==> config.mk <==
export PLATFORM = sky130hd
export DESIGN_NAME = alu_issue_stage_flat
export DESIGN_NICKNAME = d
export VERILOG_FILES = /design/src/rtl/alu_issue_stage_if.sv /design/src/rtl/alu_issue_stage.sv /design/src/flat_wrapper.sv
export SDC_FILE = /design/constraint.sdc
export NUM_CORES = 1
export LEC_CHECK = 0
export CAP_MARGIN = 20
export CORE_UTILIZATION = 45
export DETAILED_ROUTE_END_ITERATION = 6
export GPL_ROUTABILITY_DRIVEN = 0
export PLACE_DENSITY = 0.67
export REMOVE_ABC_BUFFERS = 1
export SLEW_MARGIN = 20
export SYNTH_ARGS = -nofsm -noshare
export SYNTH_HDL_FRONTEND = slang
export SYNTH_SLANG_ARGS = --single-unit
==> constraint.sdc <==
create_clock -name clk -period 9.1 [get_ports clk]
set_clock_uncertainty 0.1 [all_clocks]
set_input_delay 0.91 -clock clk [delete_from_list [all_inputs] [get_ports clk]]
set_output_delay 0.91 -clock clk [all_outputs]
set_load 0.05 [all_outputs]
==> src/rtl/alu_issue_stage_if.sv <==
// rtl/alu_issue_stage_if.sv - bundle of command, ALU and result signals for alu_issue_stage
//   cmd_*      : command stream in (valid/ready, operands, opcode)
//   alu_*      : drive to / result from the combinational ALU
//   res_*      : registered result stream out (valid/ready, data, opcode, error)
//   fifo_level : command FIFO occupancy, 0..DEPTH
//   modport slave  : the issue stage
//   modport master : the environment feeding commands, hosting the ALU, taking results
interface alu_issue_stage_if #(
  parameter int DEPTH = 4
);
  localparam int LVLW = $clog2(DEPTH) + 1;

  logic            cmd_valid;
  logic            cmd_ready;
  logic [7:0]      cmd_a;
  logic [7:0]      cmd_b;
  logic [3:0]      cmd_op;
  logic [7:0]      alu_a;
  logic [7:0]      alu_b;
  logic [3:0]      alu_com;
  logic            alu_en;
  logic [15:0]     alu_y;
  logic            res_valid;
  logic            res_ready;
  logic [15:0]     res_data;
  logic [3:0]      res_op;
  logic            res_err;
  logic [LVLW-1:0] fifo_level;

  modport slave (
    input  cmd_valid, cmd_a, cmd_b, cmd_op, alu_y, res_ready,
    output cmd_ready, alu_a, alu_b, alu_com, alu_en,
           res_valid, res_data, res_op, res_err, fifo_level
  );

  modport master (
    output cmd_valid, cmd_a, cmd_b, cmd_op, alu_y, res_ready,
    input  cmd_ready, alu_a, alu_b, alu_com, alu_en,
           res_valid, res_data, res_op, res_err, fifo_level
  );
endinterface

==> src/rtl/alu_issue_stage.sv <==
// rtl/alu_issue_stage.sv - command FIFO + issue register + result register around a combinational ALU
//   clk  : rising-edge clock
//   rst  : asynchronous active-high reset
//   bus  : alu_issue_stage_if.slave (command in, ALU drive/return, result out, fifo_level)
//   Optional macro ALU_DIV0_TRAP_EN: DIV/MOD by zero loads 16'hFFFF with res_err set.
module alu_issue_stage #(
  parameter int DEPTH = 4
) (
  input  logic               clk,
  input  logic               rst,
  alu_issue_stage_if.slave   bus
);
  localparam int PW   = (DEPTH > 1) ? $clog2(DEPTH) : 1;
  localparam int LVLW = $clog2(DEPTH) + 1;

  // FIFO entry packing: {a, b, op}
  logic [19:0]     mem_q [DEPTH];
  logic [19:0]     mem_d [DEPTH];
  logic [PW-1:0]   wr_ptr_q, wr_ptr_d;
  logic [PW-1:0]   rd_ptr_q, rd_ptr_d;
  logic [LVLW-1:0] level_q, level_d;

  logic            iss_valid_q, iss_valid_d;
  logic [7:0]      iss_a_q, iss_a_d;
  logic [7:0]      iss_b_q, iss_b_d;
  logic [3:0]      iss_op_q, iss_op_d;

  logic            res_valid_q, res_valid_d;
  logic [15:0]     res_data_q, res_data_d;
  logic [3:0]      res_op_q, res_op_d;
  logic            res_err_q, res_err_d;

  logic            fifo_full, fifo_empty, push, pop, res_load, iss_adv;
  logic [15:0]     load_data;
  logic            load_err;

  assign fifo_full  = (level_q == LVLW'(DEPTH));
  assign fifo_empty = (level_q == '0);
  assign push       = bus.cmd_valid & ~fifo_full;
  assign res_load   = iss_valid_q & (~res_valid_q | bus.res_ready);
  // The issue register frees up either when empty or when its command moves into the result register.
  assign iss_adv    = ~iss_valid_q | res_load;
  assign pop        = iss_adv & ~fifo_empty;

  always_comb begin
`ifdef ALU_DIV0_TRAP_EN
    if (((iss_op_q == 4'b0100) || (iss_op_q == 4'b0000)) && (iss_b_q == 8'd0)) begin
      load_data = 16'hFFFF;
      load_err  = 1'b1;
    end else begin
      load_data = bus.alu_y;
      load_err  = 1'b0;
    end
`else
    load_data = bus.alu_y;
    load_err  = 1'b0;
`endif
  end

  always_comb begin
    mem_d       = mem_q;
    wr_ptr_d    = wr_ptr_q;
    rd_ptr_d    = rd_ptr_q;
    level_d     = level_q;
    iss_valid_d = iss_valid_q;
    iss_a_d     = iss_a_q;
    iss_b_d     = iss_b_q;
    iss_op_d    = iss_op_q;
    res_valid_d = res_valid_q;
    res_data_d  = res_data_q;
    res_op_d    = res_op_q;
    res_err_d   = res_err_q;

    if (push) begin
      mem_d[wr_ptr_q] = {bus.cmd_a, bus.cmd_b, bus.cmd_op};
      wr_ptr_d        = wr_ptr_q + 1'b1;
    end

    if (pop) begin
      {iss_a_d, iss_b_d, iss_op_d} = mem_q[rd_ptr_q];
      iss_valid_d                  = 1'b1;
      rd_ptr_d                     = rd_ptr_q + 1'b1;
    end else if (iss_adv) begin
      iss_valid_d = 1'b0;
    end

    case ({push, pop})
      2'b10:   level_d = level_q + 1'b1;
      2'b01:   level_d = level_q - 1'b1;
      default: level_d = level_q;
    endcase

    if (res_load) begin
      res_valid_d = 1'b1;
      res_data_d  = load_data;
      res_op_d    = iss_op_q;
      res_err_d   = load_err;
    end else if (res_valid_q & bus.res_ready) begin
      res_valid_d = 1'b0;
    end
  end

  always_ff @(posedge clk or posedge rst) begin
    if (rst) begin
      for (int i = 0; i < DEPTH; i++) mem_q[i] <= '0;
      wr_ptr_q    <= '0;
      rd_ptr_q    <= '0;
      level_q     <= '0;
      iss_valid_q <= 1'b0;
      iss_a_q     <= '0;
      iss_b_q     <= '0;
      iss_op_q    <= '0;
      res_valid_q <= 1'b0;
      res_data_q  <= '0;
      res_op_q    <= '0;
      res_err_q   <= 1'b0;
    end else begin
      mem_q       <= mem_d;
      wr_ptr_q    <= wr_ptr_d;
      rd_ptr_q    <= rd_ptr_d;
      level_q     <= level_d;
      iss_valid_q <= iss_valid_d;
      iss_a_q     <= iss_a_d;
      iss_b_q     <= iss_b_d;
      iss_op_q    <= iss_op_d;
      res_valid_q <= res_valid_d;
      res_data_q  <= res_data_d;
      res_op_q    <= res_op_d;
      res_err_q   <= res_err_d;
    end
  end

  assign bus.cmd_ready  = ~fifo_full;
  assign bus.fifo_level = level_q;
  assign bus.alu_en     = iss_valid_q;
  assign bus.alu_a      = iss_valid_q ? iss_a_q  : 8'd0;
  assign bus.alu_b      = iss_valid_q ? iss_b_q  : 8'd0;
  assign bus.alu_com    = iss_valid_q ? iss_op_q : 4'd0;
  assign bus.res_valid  = res_valid_q;
  assign bus.res_data   = res_data_q;
  assign bus.res_op     = res_op_q;
  assign bus.res_err    = res_err_q;
endmodule

==> src/flat_wrapper.sv <==
// flat-port wrapper written by rule: the top's interface ports become plain ports
module alu_issue_stage_flat 
#(
  parameter int DEPTH = 4
)
  (clk, rst, bus_cmd_valid, bus_cmd_a, bus_cmd_b, bus_cmd_op, bus_alu_y, bus_res_ready, bus_cmd_ready, bus_alu_a, bus_alu_b, bus_alu_com, bus_alu_en, bus_res_valid, bus_res_data, bus_res_op, bus_res_err, bus_fifo_level);
  alu_issue_stage_if #(.DEPTH(DEPTH)) bus_i ();
  input  logic clk;
  input  logic rst;
  input wire logic [$bits(bus_i.cmd_valid)-1:0] bus_cmd_valid;
  input wire logic [$bits(bus_i.cmd_a)-1:0] bus_cmd_a;
  input wire logic [$bits(bus_i.cmd_b)-1:0] bus_cmd_b;
  input wire logic [$bits(bus_i.cmd_op)-1:0] bus_cmd_op;
  input wire logic [$bits(bus_i.alu_y)-1:0] bus_alu_y;
  input wire logic [$bits(bus_i.res_ready)-1:0] bus_res_ready;
  output wire logic [$bits(bus_i.cmd_ready)-1:0] bus_cmd_ready;
  output wire logic [$bits(bus_i.alu_a)-1:0] bus_alu_a;
  output wire logic [$bits(bus_i.alu_b)-1:0] bus_alu_b;
  output wire logic [$bits(bus_i.alu_com)-1:0] bus_alu_com;
  output wire logic [$bits(bus_i.alu_en)-1:0] bus_alu_en;
  output wire logic [$bits(bus_i.res_valid)-1:0] bus_res_valid;
  output wire logic [$bits(bus_i.res_data)-1:0] bus_res_data;
  output wire logic [$bits(bus_i.res_op)-1:0] bus_res_op;
  output wire logic [$bits(bus_i.res_err)-1:0] bus_res_err;
  output wire logic [$bits(bus_i.fifo_level)-1:0] bus_fifo_level;
  assign bus_i.cmd_valid = bus_cmd_valid;
  assign bus_i.cmd_a = bus_cmd_a;
  assign bus_i.cmd_b = bus_cmd_b;
  assign bus_i.cmd_op = bus_cmd_op;
  assign bus_i.alu_y = bus_alu_y;
  assign bus_i.res_ready = bus_res_ready;
  assign bus_cmd_ready = bus_i.cmd_ready;
  assign bus_alu_a = bus_i.alu_a;
  assign bus_alu_b = bus_i.alu_b;
  assign bus_alu_com = bus_i.alu_com;
  assign bus_alu_en = bus_i.alu_en;
  assign bus_res_valid = bus_i.res_valid;
  assign bus_res_data = bus_i.res_data;
  assign bus_res_op = bus_i.res_op;
  assign bus_res_err = bus_i.res_err;
  assign bus_fifo_level = bus_i.fifo_level;
  alu_issue_stage #(.DEPTH(DEPTH)) u_core (.clk(clk), .rst(rst), .bus(bus_i));
endmodule
# Word level (Yosys, flattened, before mapping)
# Cells that the tools add are included.
[totals] regBits=129 input_bits=40 elab_cells=55
[op_classes] n_addsub=4 n_lt_le_gt_ge=3 n_eq_ne=3 n_mux=14 bitwise=12 reduce_logical=5
[op_table] operator="bitwise mux 80 bit" count=1
[op_table] operator="2-to-1 mux 20 bit" count=3
[op_table] operator="binary-select mux 20 bit (select 2 bit)" count=1
[op_table] operator="demux 20 bit (select 2 bit)" count=1
[op_table] operator="2-to-1 mux 8 bit" count=2
[op_table] operator="greater-or-equal comparator 3 bit (second input constant)" count=2
[op_table] operator="NOT 2 -> 3 bit" count=2
[op_table] operator="one-hot mux 3 bit (2 select lines)" count=1
[op_table] operator="nonzero test 2 bit" count=3
[op_table] operator="adder 2 x 1 -> 2 bit (second input constant)" count=2
[op_table] operator="AND 1 bit" count=4
[op_table] operator="2-to-1 mux 1 bit" count=4
[op_table] operator="2-to-1 mux 4 bit" count=1
[op_table] operator="NOT 1 bit" count=4
[op_table] operator="adder 3 x 1 -> 3 bit (second input constant)" count=1
[op_table] operator="equality test 3 bit (second input constant)" count=1
[op_table] operator="logical NOT 3 bit" count=1
[op_table] operator="< comparator 3 x 1 -> 1 bit (second input constant)" count=1
[op_table] operator="subtractor 3 x 1 -> 3 bit (second input constant)" count=1
[op_table] operator="equality test 2 x 1 -> 1 bit (second input constant)" count=1
[op_table] operator="equality test 2 bit (second input constant)" count=1
[op_table] operator="OR 1 bit" count=2
[op_table] operator="logical AND 1 bit" count=1

# Longest topological paths before layout
# Gate-level depths: netlist (run 1).
[logic_depth] depth_word=7 mapped_depth=10

# Least setup slack after synthesis (run 1)
# OpenSTA, ideal clock, no wires.
[synth_timing] path_kind="register to register" start="register u_core.level_q[2], in the netlist u_core.bus.fifo_level[2]" end="register u_core.level_q[2], in the netlist u_core.bus.fifo_level[2]" setup_ns=0.082 arrival_time_ns=2.393 required_ns=8.918 slack_ns=6.525 path_stages_with_launch=10 n_path_buf=1 period_less_slack_ns=2.575 path_cell_list="dfrtp_1 or3b_1 buf_2 nand2_1 ha_1 inv_1 fa_1 xor2_1 nor2_1 xor2_1"
[synth_between] elab_chain_len=5
[synth_lines] element="start: declaration" line_no="alu_issue_stage.sv:21" text="logic [LVLW-1:0] level_q, level_d;"
[synth_lines] element="start signal: assignment" line_no="alu_issue_stage.sv:121" text="level_q <= level_d;"
[synth_lines] element="equality test 3 bit *" line_no="alu_issue_stage.sv:37" text="assign fifo_full = (level_q == LVLW'(DEPTH));"
[synth_lines] element="NOT 1 bit *"
[synth_lines] element="net bus_cmd_ready" line_no="flat_wrapper.sv:16" text="output wire logic [$bits(bus_i.cmd_ready)-1:0] bus_cmd_ready;"
[synth_lines] element="AND 1 bit *" line_no="alu_issue_stage.sv:39" text="assign push = bus.cmd_valid & ~fifo_full;"
[synth_lines] element="equality test 2 x 1 -> 1 bit / equality test 2 bit (equally long branches)" line_no="alu_issue_stage.sv:87" text="case ({push, pop})"
[synth_lines] element="one-hot mux 3 bit (2 select lines) / nonzero test 2 bit (equally long branches)"
# Mark *: on every way through the listed nets, which the timed path passes. The rest lies on a longest branch.
# A chain may end at the register's enable or synchronous reset.

# Worst setup path after layout (run 1)
[layout_timing] start="register u_core.iss_valid_q, in the netlist u_core.bus.alu_en" end="output port bus_alu_a[2]"
[layout_between] elab_chain_len=1
[layout_lines] element="start: declaration" line_no="alu_issue_stage.sv:23" text="logic iss_valid_q, iss_valid_d;"
[layout_lines] element="start signal: assignment" line_no="alu_issue_stage.sv:122" text="iss_valid_q <= iss_valid_d;"
[layout_lines] element="2-to-1 mux 8 bit" line_no="alu_issue_stage.sv:136" text="assign bus.alu_a = iss_valid_q ? iss_a_q : 8'd0;"
[layout_lines] element="end: declaration" line_no="flat_wrapper.sv:17" text="output wire logic [$bits(bus_i.alu_a)-1:0] bus_alu_a;"
# Every way passes these cells.

==> results of run 1 <==
==> power by group through the flow <==
stage                     Sequential (mW)  Clock (mW)  Combinational, mW
after global placement               1.03           0               1.31
after floorplan                      1.13           0              0.879
after detailed placement             1.04           0               1.34
after CTS                            1.03       0.639               1.34
final                                1.03       0.627               1.32
after global routing                 1.07       0.667               1.41
==> state kept, by name, summed over array words and instances, names as in the netlist <==
signal / count
u_core.bus.alu_en: 1
u_core.bus.fifo_level: 3
u_core.bus.res_data: 16
u_core.bus.res_op: 4
u_core.bus.res_valid: 1
u_core.iss_a_q: 8
u_core.iss_b_q: 8
u_core.iss_op_q: 4
u_core.mem_q: 80
u_core.rd_ptr_q: 2
u_core.wr_ptr_q: 2
==> layout by cell type, fill, tap and decap left out <==
| cell type | synthesis | final |
|---|---|---|
| sky130_fd_sc_hd__xnor2_1 | 3 | 3 |
| sky130_fd_sc_hd__and2_4 | 1 | 1 |
| sky130_fd_sc_hd__nor2_1 | 1 | 1 |
| sky130_fd_sc_hd__dfrtp_1 | 129 | 129 |
| sky130_fd_sc_hd__clkbuf_16 | 0 | 17 |
| sky130_fd_sc_hd__inv_1 | 6 | 5 |
| sky130_fd_sc_hd__clkbuf_1 | 4 | 1 |
| sky130_fd_sc_hd__xor2_1 | 3 | 3 |
| sky130_fd_sc_hd__mux2_4 | 18 | 18 |
| sky130_fd_sc_hd__and2_1 | 20 | 20 |
| sky130_fd_sc_hd__conb_1 | 1 | 1 |
| sky130_fd_sc_hd__nand2b_1 | 3 | 3 |
| sky130_fd_sc_hd__or3b_1 | 1 | 1 |
| sky130_fd_sc_hd__mux4_2 | 20 | 20 |
| sky130_fd_sc_hd__mux2i_1 | 1 | 1 |
| sky130_fd_sc_hd__inv_4 | 0 | 1 |
| sky130_fd_sc_hd__or3_4 | 1 | 1 |
| sky130_fd_sc_hd__nand3b_1 | 1 | 1 |
| sky130_fd_sc_hd__bufinv_16 | 0 | 1 |
| sky130_fd_sc_hd__nand3_1 | 5 | 5 |
| sky130_fd_sc_hd__buf_4 | 9 | 6 |
| sky130_fd_sc_hd__mux2_2 | 103 | 103 |
| sky130_fd_sc_hd__clkinv_2 | 0 | 6 |
| sky130_fd_sc_hd__nand2_1 | 2 | 2 |
| sky130_fd_sc_hd__clkdlybuf4s50_1 | 0 | 85 |
| sky130_fd_sc_hd__ha_1 | 5 | 5 |
| sky130_fd_sc_hd__fa_1 | 1 | 1 |
| sky130_fd_sc_hd__clkbuf_8 | 0 | 4 |
==> worst paths after layout <==
path | startpoint | endpoint | slack, ns | depth (start not counted)
min | u_core.mem_q[27]$_DFFE_PP0P_ | u_core.mem_q[27]$_DFFE_PP0P_ | 0.40 | 1
max reg2reg | u_core.bus.alu_en$_DFFE_PP0P_ | u_core.bus.fifo_level[2]$_DFFE_PP0P_ | 6.40 | 8
max in group asynchronous | rst | u_core.mem_q[60]$_DFFE_PP0P_ | 6.67 | 3
max | u_core.bus.alu_en$_DFFE_PP0P_ | bus_alu_a[2] | 5.79 | 2
min in group asynchronous | rst | u_core.bus.res_data[14]$_DFFE_PP0P_ | 0.91 | 2
min reg2reg | u_core.mem_q[27]$_DFFE_PP0P_ | u_core.mem_q[27]$_DFFE_PP0P_ | 0.40 | 1
==> cells by family after synthesis <==
family / after synthesis / synth area share (%)
buffers and inverters: 27 / 3.165
adders and majority gates: 6 / 1.461
DFF: 129 / 57.10
other: 1 / 0.06634
and+or+nand+nor: 35 / 3.829
xor gates and xnor gates: 6 / 0.9298
muxes: 142 / 33.44
==> layout make-up <==
type	instances	area, um^2
sequential	129	3228
multi-input combinational	190	2246
inverter	6	25.02
fill	990	4962
timing repair buffer	91	895.9
clock buffer	22	484.2
clock inverter	7	60.06
tap	168	210.2
==> layer usage <==
| metal | vias to the layer above | GRT usage, % |
|---|---|---|
| met5 | - | 0 |
| met4 | 0 | 6.494 |
| met2 | 78 | 30.42 |
| li1 | 1404 | - |
| met1 | 1591 | 21.63 |
| met3 | 12 | 4.606 |
==> per-stage QoR <==
step	power, mW	hold slack (ns)
after floorplan	2.006	0.3740
after global placement	2.340	0.3816
after detailed placement	2.377	0.3858
after CTS	3.013	0.4010
after global routing	3.150	0.4087
final	2.980	0.3980
==> critical path, cell delays in order, from the launching register on <==
cell and delay [ns]:
sky130_fd_sc_hd__dfrtp_1 0.82, sky130_fd_sc_hd__and2_1 0.26, sky130_fd_sc_hd__clkdlybuf4s50_1 0.81
==> results.py, run 1 <==
metrics = {
    "outcome": {
        "run_status": "finished clean",
    },
    "placed_design": {
        "dp_cells": 584,
        "placed_cell_area_um2": 6605,
        "numPortBuffers": 85,
        "dp_slack_ns": 5.786,
        "detailed_placement_hpwl_um": 6322,
    },
    "worst_setup_path": {
        "setup.worst_path.start_class": "flip-flop",
        "worst-endpoint-required_ns": 8.09,
        "cp_data_arrival_time_ns": 2.30,
        "worst_setup_path_end_kind": "output port",
        "crit_type": "flip-flop to output port",
        "path_max_fanout": 24,
    },
    "die": {
        "row_count": 40,
        "die_h_um": 114.1,
        "effective_utilization_at_floorplan_pct": 46.67,
        "boundaryPins": 87,
        "core-area_um2": 12110,
        "die_w_um": 114.1,
        "floorplan_die_area_um2": 13010,
    },
    "power": {
        "power.share.sequential_pct": 34.6,
        "p_comb_share_pct": 44.3,
        "vdd_drop_max_mv": 0.1620,
        "power.clock.fraction_pct": 21.1,
        "p_int_mw": 1.949,
        "p_leak_nw": 3.062,
        "power-per-cell-area_nw_per_um2": 416.8,
        "p_switching_mw": 1.032,
        "swShare_pct": 34.61,
    },
    "final_layout": {
        "post-route-cell-area_um2": 7149,
        "layout-drive-gt1-share_pct": 40.00,
        "fin_cells": 613,
        "n_antenna_cell": 0,
        "finalCoreUtilization_pct": 59.03,
        "area_delta_synth_final_pct": 26.47,
        "final_nets": 481,
    },
    "yosys": {
        "synth_seq_cells": 129,
        "synthesis.instances": 346,
        "sequential_fraction_of_the_synthesis_area_pct": 57.10,
        "avgSynthCellArea_um2": 16.34,
        "ys_async_sr_fraction_pct": 100.0,
        "post_synth_main_area_contributors": "sky130_fd_sc_hd__dfrtp_1, sky130_fd_sc_hd__mux2_2, sky130_fd_sc_hd__mux4_2",
        "synth-warning-count": 0,
        "synth.top_cell.area_share_pct": 57.10,
        "post_synth_num_cell_types": 26,
        "synth_area_leader_cell": "sky130_fd_sc_hd__dfrtp_1",
        "synth.most_common_cell": "sky130_fd_sc_hd__dfrtp_1",
        "synth_area_um2": 5653,
        "ys_flop_type": "sky130_fd_sc_hd__dfrtp_1",
        "number_of_enable_type_register_cells_in_the_synthesized_netlist": 0,
        "most_used_standard_cells_in_the_synthesized_netlist": "sky130_fd_sc_hd__dfrtp_1, sky130_fd_sc_hd__mux2_2, sky130_fd_sc_hd__and2_1, sky130_fd_sc_hd__mux4_2, sky130_fd_sc_hd__mux2_4",
    },
    "drt": {
        "drt-initial-drc-count": 112,
        "met1Wirelength_um": 4522,
        "route.detailed.vias_per_inst": 5.033,
        "top_layer": "met4",
        "wl_met3_um": 461,
        "wl_met2_um": 5247,
        "via_count": 3085,
        "detail_route.drc_violations": 0,
        "drt-pass1-iter-count": 2,
        "detail_route.wirelength_um": 10370,
        "routed_antenna_nets": 0,
        "routedWlPerCell_um": 16.92,
    },
    "clock_tree": {
        "cts.repair.resized": 0,
        "tritoncts": "built",
        "cts_htree_levels": 4,
        "clk_latency_ns": 0.40,
        "postCtsSetupRepairBufs": 0,
        "clock_sink_count": 129,
        "largest_buffer_count_on_any_clock_path": 2,
        "cts.reportedPaths.clkPinSlew_ns": 0.05,
        "clock_tree.root_cell": "sky130_fd_sc_hd__clkbuf_16",
        "postCtsHoldBufs": 0,
        "numCtsBuffers": 17,
    },
    "sta": {
        "final_period_minus_worst_setup_slack_ns": 3.305,
        "slew_viol_final": 0,
        "finalHoldViolCount": 0,
        "setup_slack_ns": 5.795,
        "clock.fmax_mhz": 302.5,
        "grt_setup_unrepaired": "false",
        "setup_total_negative_slack_ns": 0,
        "setup_violations": 0,
        "worst_slew_pin_slew_ns": 1.121,
        "post-route-period-util_pct": 36.32,
        "relative_slew_slack_pct": 25.28,
    },
    "global_routing": {
        "grt_overflow": 0,
        "vias_in_the_first_global_route": 3367,
        "grt_util_all_layers_pct": 17.73,
        "grt_first_pass_wirelength_um": 17140,
        "grt_start_max_net_pins": 68,
        "antenna_found_initial": 0,
    },
    "min_path": {
        "hold_crit_class": "flip-flop to flip-flop",
    },
    "job": {
        "maxCapViolCount": 0,
    },
}
Power figures use the tool's default switching activity.
==> run 2, diff against run 1 <==
Settings changed: PLACE_DENSITY 0.67 to 0.69.
Clock period 9.1 ns to 2.9 ns, I/O delays scaled along.
==> run 2 against run 1 <==
Against the previous run: largest cell class unchanged; combinational power rose to 3.2 times the previous value; core utilization up 0.80 points; largest power group unchanged; via count up 2.2%; count of clock-buffer cells in the layout up 3; flip-flop and latch count unchanged; worst hold slack worse by 0.19 ns; clock power rose to 3.3 times the previous value; setup slack worse by 5.6 ns; first-iteration DRC count up 4.5%; sequential share of layout area down 0.60 points; critical path depth unchanged.
==> results.py, run 2 (same netlist as run 1, synthesis figures left out) <==
metrics = {
    "die": {
        "core-area_um2": 12110,
        "die_h_um": 114.1,
        "floorplan_die_area_um2": 13010,
        "die_w_um": 114.1,
        "row_count": 40,
        "boundaryPins": 87,
        "effective_utilization_at_floorplan_pct": 46.67,
    },
    "global_routing": {
        "grt_start_max_net_pins": 48,
        "grt_util_all_layers_pct": 18.63,
        "antenna_found_initial": 0,
        "grt_overflow": 0,
        "grt_first_pass_wirelength_um": 18130,
        "vias_in_the_first_global_route": 3455,
    },
    "worst_setup_path": {
        "worst_reg2reg_endpoint": "u_core.bus.fifo_level[2]$_DFFE_PP0P_",
        "timing.reg2reg.setup_slack_ns": 0.59,
        "rr_worst_depth": 8,
        "worst-endpoint-required_ns": 2.51,
        "crit_type": "flip-flop to output port",
        "worst_setup_path_end_kind": "output port",
        "startpoint_of_the_worst_slack_reg_to_reg_timing_path": "u_core.bus.alu_en$_DFFE_PP0P_",
        "cp_data_arrival_time_ns": 2.27,
        "path_max_fanout": 24,
        "setup.worst_path.start_class": "flip-flop",
    },
    "sta": {
        "clock.fmax_mhz": 375.9,
        "grt_setup_unrepaired": "false",
        "final_period_minus_worst_setup_slack_ns": 2.660,
        "setup_violations": 0,
        "finalHoldViolCount": 0,
        "worst_slew_pin_slew_ns": 0.7466,
        "relative_slew_slack_pct": 50.23,
        "post-route-period-util_pct": 91.74,
        "slew_viol_final": 0,
    },
    "final_layout": {
        "final_nets": 486,
        "most_frequent_standard_cell_in_the_layout_excluding_fill_and_tap_cells": "sky130_fd_sc_hd__dfrtp_1",
        "layout.cells.most_common_list": "sky130_fd_sc_hd__dfrtp_1, sky130_fd_sc_hd__mux2_2, sky130_fd_sc_hd__clkdlybuf4s50_1, sky130_fd_sc_hd__and2_1, sky130_fd_sc_hd__mux4_2",
        "post-route-cell-area_um2": 7246,
        "biggest_register": "u_core.mem_q",
        "area_delta_synth_final_pct": 28.18,
        "n_antenna_cell": 0,
        "largest_register_ff_count": 80,
        "layout-drive-gt1-share_pct": 40.04,
        "number_of_fill_cells_in_the_layout": 976,
    },
    "clock_tree": {
        "cts_htree_levels": 4,
        "tritoncts": "built",
        "clock_tree.root_cell": "sky130_fd_sc_hd__clkbuf_16",
        "clock_sink_count": 129,
        "numCtsBuffers": 17,
        "largest_buffer_count_on_any_clock_path": 2,
        "postCtsSetupRepairBufs": 0,
        "cts.reportedPaths.clkPinSlew_ns": 0.05,
        "cts.repair.resized": 0,
        "clk_latency_ns": 0.40,
        "postCtsHoldBufs": 0,
    },
    "placed_design": {
        "detailed_placement_hpwl_um": 6841,
        "numPortBuffers": 85,
        "placed_cell_area_um2": 6680,
    },
    "power": {
        "power.share.sequential_pct": 33.8,
        "p_switching_mw": 3.285,
        "p_leak_nw": 3.104,
        "swShare_pct": 34.45,
        "p_total_mw": 9.535,
        "p_comb_share_pct": 44.8,
        "vdd_drop_max_mv": 0.5032,
        "power.clock.fraction_pct": 21.4,
        "p_int_mw": 6.250,
        "power-per-cell-area_nw_per_um2": 1316,
    },
    "min_path": {
        "hold_crit_class": "input pin to asynchronous set/reset pin",
    },
    "outcome": {
        "run_status": "finished clean",
    },
    "drt": {
        "via_count": 3153,
        "drt-pass1-iter-count": 4,
        "routedWlPerCell_um": 17.50,
        "route.detailed.vias_per_inst": 5.085,
        "detail_route.wirelength_um": 10850,
        "detail_route.drc_violations": 0,
        "routed_antenna_nets": 0,
        "drt-initial-drc-count": 117,
    },
    "job": {
        "maxCapViolCount": 0,
    },
}
[run 2: power groups by stage]
stage	clock, mW	sequential, mW	combinational (mW)
final	2.04	3.22	4.27
after global routing	2.16	3.34	4.56
after CTS	2.08	3.22	4.34
after detailed placement	0	3.24	4.33
after global placement	0	3.19	4.22
after floorplan	0	3.54	2.76
[run 2: worst max-delay path, cell delays in order, from the launching register on]
cell	delay [ns]
sky130_fd_sc_hd__dfrtp_1	0.82
sky130_fd_sc_hd__and2_1	0.24
sky130_fd_sc_hd__clkdlybuf4s50_1	0.81
[run 2: metal layers]
layer	vias to the layer above	wire length, um	global-route usage, %
met2	82	5262	30.14
li1	1422	-	-
met1	1637	5032	24.55
met5	-	0	0
met4	0	109	5.455
met3	12	446	5.347
[run 2: cell type report]
class / instances / area, um^2 / area share (%)
repair buffers: 96 / 970.9 / 13.40
clock buffers: 25 / 485.5 / 6.700
inverters: 6 / 25.02 / 0.3454
clock inverters: 6 / 80.08 / 1.105
flip-flops and latches: 129 / 3228 / 44.55
multi-input cells: 190 / 2246 / 31.00
well taps: 168 / 210.2 / 2.901
[run 2: metrics by stage]
| step | cells | setup TNS, ns | utilization, % | hold WS (ns) | setup WS (ns) |
|---|---|---|---|---|---|
| after floorplan | 325 | -120.10 | - | 0.3406 | -0.9310 |
| after global placement | 589 | 0 | 55.16 | 0.3808 | 0.6109 |
| after detailed placement | 589 | 0 | 55.16 | 0.3884 | 0.5608 |
| after CTS | 620 | 0 | 59.82 | 0.2238 | 0.1723 |
| after global routing | 620 | 0 | 59.82 | 0.2571 | 0.08629 |
| final | 620 | 0 | 59.82 | 0.2047 | 0.2397 |
[run 2: worst max path at each step]
stage | startpoint | end | slack [ns] | cells past startpoint
5_1_grt | u_core.bus.alu_en$_DFFE_PP0P_ | bus_alu_com[3] | 0.09 | 2
3_5_place_dp | u_core.bus.alu_en$_DFFE_PP0P_ | u_core.bus.fifo_level[2]$_DFFE_PP0P_ | 0.56 | 8
6_report | u_core.bus.alu_en$_DFFE_PP0P_ | bus_alu_b[3] | 0.24 | 2
3_3_place_gp | u_core.bus.alu_en$_DFFE_PP0P_ | u_core.bus.fifo_level[2]$_DFFE_PP0P_ | 0.61 | 8
2_1_floorplan | rst | u_core.bus.alu_en$_DFFE_PP0P_ | -0.93 | 1
4_1_cts | u_core.bus.alu_en$_DFFE_PP0P_ | bus_alu_b[3] | 0.17 | 2
==> run 3, diff against run 2 <==
Settings changed: CELL_PAD_IN_SITES_DETAIL_PLACEMENT set to 1, CELL_PAD_IN_SITES_GLOBAL_PLACEMENT set to 2, CORE_UTILIZATION 45 to 35, PLACE_DENSITY 0.69 to 0.74.
==> run 3 against run 2 <==
Against the previous run: setup slack lost 0.054 ns; maximum frequency is 2.0% lower; combinational power barely moved; die area up 28%; critical endpoint is now bus_alu_com[2]; non-clock buffer count is the same; power rose by 0.38%; design area increased by 0.74%; clock power is essentially flat; wire length grew 10%; critical path type unchanged; sequential power about the same; first-iteration DRC count down 42%; worst hold slack better by 0.039 ns.
==> results.py, run 3 (same netlist as run 1, synthesis figures left out) <==
metrics = {
    "worst_setup_path": {
        "worst_setup_path_end_kind": "output port",
        "worst_reg2reg_endpoint": "u_core.bus.fifo_level[2]$_DFFE_PP0P_",
        "rr_worst_depth": 8,
        "crit_start": "u_core.bus.alu_en$_DFFE_PP0P_",
        "startpoint_of_the_worst_slack_reg_to_reg_timing_path": "u_core.bus.alu_en$_DFFE_PP0P_",
        "timing.reg2reg.setup_slack_ns": 0.53,
        "cp.buffers_inverters": 1,
        "critical_path.top_delay_family": "flip-flops",
        "timing.critical_path.to": "bus_alu_com[2]",
        "stages_on_worst_setup_path": 2,
        "critPathSlowestCell": "sky130_fd_sc_hd__dfrtp_1",
        "critical_path.cell_chain": "and2_1, clkdlybuf4s50_1",
        "slowest_delay_ns": 0.86,
        "setup.worst_path.start_class": "flip-flop",
        "crit_type": "flip-flop to output port",
        "path_max_fanout": 24,
        "worst-endpoint-required_ns": 2.51,
        "cp_data_arrival_time_ns": 2.32,
    },
    "global_routing": {
        "grt_first_pass_wirelength_um": 19660,
        "grt_util_all_layers_pct": 16.14,
        "vias_in_the_first_global_route": 3538,
        "antenna_found_initial": 1,
        "grt_overflow": 0,
        "grt_start_max_net_pins": 64,
    },
    "drt": {
        "detail_route.drc_violations": 0,
        "routedWlPerCell_um": 17.83,
        "drt-initial-drc-count": 68,
        "detail_route.wirelength_um": 11950,
        "via_count": 3175,
        "routed_antenna_nets": 0,
        "drt-pass1-iter-count": 4,
        "route.detailed.vias_per_inst": 4.739,
    },
    "placed_design": {
        "detailed_placement_hpwl_um": 7581,
        "numPortBuffers": 85,
        "placed_cell_area_um2": 6715,
        "dp_cells": 637,
        "dp_slack_ns": 0.4791,
    },
    "die": {
        "floorplan_die_area_um2": 16660,
        "boundaryPins": 87,
        "die_w_um": 129.1,
        "die_h_um": 129.1,
        "row_count": 46,
        "core-area_um2": 15830,
        "effective_utilization_at_floorplan_pct": 35.72,
    },
    "final_layout": {
        "area_delta_synth_final_pct": 29.13,
        "number_of_fill_cells_in_the_layout": 1566,
        "final_nets": 486,
        "area_of_combinational_cells_with_multiple_inputs_um2": 2246,
        "seq_area_um2": 3228,
        "layout.cells.most_common_list": "sky130_fd_sc_hd__dfrtp_1, sky130_fd_sc_hd__mux2_2, sky130_fd_sc_hd__clkdlybuf4s50_1, sky130_fd_sc_hd__and2_1, sky130_fd_sc_hd__mux4_2",
        "layout-drive-gt1-share_pct": 40.40,
        "biggest_register": "u_core.mem_q",
        "finalCoreUtilization_pct": 46.12,
        "largest_register_ff_count": 80,
        "fin_cells": 670,
        "most_frequent_standard_cell_in_the_layout_excluding_fill_and_tap_cells": "sky130_fd_sc_hd__dfrtp_1",
        "post-route-cell-area_um2": 7300,
    },
    "sta": {
        "setup_violations": 0,
        "setup_total_negative_slack_ns": 0,
        "finalHoldViolCount": 0,
        "worst_slew_pin_slew_ns": 0.8059,
        "clock.fmax_mhz": 368.4,
        "timing.hold.ws_ns": 0.2434,
        "final_period_minus_worst_setup_slack_ns": 2.714,
        "slew_viol_final": 0,
        "post-route-period-util_pct": 93.59,
        "relative_slew_slack_pct": 46.27,
        "setup_slack_ns": 0.1858,
        "grt_setup_unrepaired": "false",
    },
    "min_path": {
        "hold_crit_class": "input pin to asynchronous set/reset pin",
    },
    "clock_tree": {
        "clock_sink_count": 129,
        "cts_htree_levels": 4,
        "postCtsSetupRepairBufs": 0,
        "largest_buffer_count_on_any_clock_path": 2,
        "numCtsBuffers": 17,
        "clock_tree.root_cell": "sky130_fd_sc_hd__clkbuf_16",
        "postCtsHoldBufs": 0,
        "clk_latency_ns": 0.41,
        "cts.reportedPaths.clkPinSlew_ns": 0.05,
        "tritoncts": "built",
        "cts.repair.resized": 0,
    },
    "power": {
        "p_total_mw": 9.571,
        "p_leak_nw": 3.104,
        "vdd_drop_max_mv": 0.5437,
        "power-per-cell-area_nw_per_um2": 1311,
    },
    "job": {
        "maxCapViolCount": 0,
    },
    "outcome": {
        "run_status": "finished clean",
    },
}
## run 3: cell count changes in the layout (fill, tap and decap cells not counted)
cell	change
sky130_fd_sc_hd__clkbuf_8	+4
sky130_fd_sc_hd__buf_12	-2
sky130_fd_sc_hd__buf_4	+2
sky130_fd_sc_hd__bufinv_16	-1
sky130_fd_sc_hd__clkbuf_1	-1
sky130_fd_sc_hd__clkinv_2	-1
sky130_fd_sc_hd__diode_2	+1
## run 3: worst reg2reg max path, stage by stage, from the launching register on
cell                       delay, ns
sky130_fd_sc_hd__dfrtp_1        0.69
sky130_fd_sc_hd__nand3b_1       0.31
sky130_fd_sc_hd__and2_4         0.18
sky130_fd_sc_hd__ha_1           0.17
sky130_fd_sc_hd__inv_1          0.06
sky130_fd_sc_hd__fa_1           0.38
sky130_fd_sc_hd__xor2_1         0.15
sky130_fd_sc_hd__nor2_1         0.11
sky130_fd_sc_hd__xor2_1         0.15
## run 3: layout make-up
cell class | count | area share [%]
diodes | 1 | 0.03428
clock buffers | 28 | 7.353
clock inverters | 4 | 0.6171
inverters | 6 | 0.3428
multi-input cells | 190 | 30.77
flip-flops and latches | 129 | 44.22
well taps | 216 | 3.702
repair buffers | 96 | 12.96
## run 3: per-layer routing
layer  vias to the layer above  part of all wire [%]  track usage (%)
met2                        81                    49            26.45
li1                       1419                     -                -
met3                        14                   4.3            4.418
met4                         0                   1.6            6.851
met5                         -                     0                0
met1                      1661                    45            20.18
## run 3: how the worst min path moves through the flow
stage                                 start                                   end
2_1_floorplan                  bus_alu_y[0]    u_core.bus.res_data[0]$_DFFE_PP0P_
3_3_place_gp   u_core.mem_q[34]$_DFFE_PP0P_          u_core.mem_q[34]$_DFFE_PP0P_
3_5_place_dp   u_core.mem_q[24]$_DFFE_PP0P_          u_core.mem_q[24]$_DFFE_PP0P_
4_1_cts                                 rst   u_core.bus.res_data[11]$_DFFE_PP0P_
5_1_grt                                 rst  u_core.bus.fifo_level[1]$_DFFE_PP0P_
6_report                                rst      u_core.bus.res_valid$_DFFE_PP0P_
## run 3: power by group
group	leakage (nW)	internal, mW	switching (mW)	total (mW)
clock network	0.290	1.34	0.734	2.07
registers	1.52	2.69	0.519	3.21
logic	1.29	2.21	2.08	4.29
total	3.10	6.24	3.34	9.57
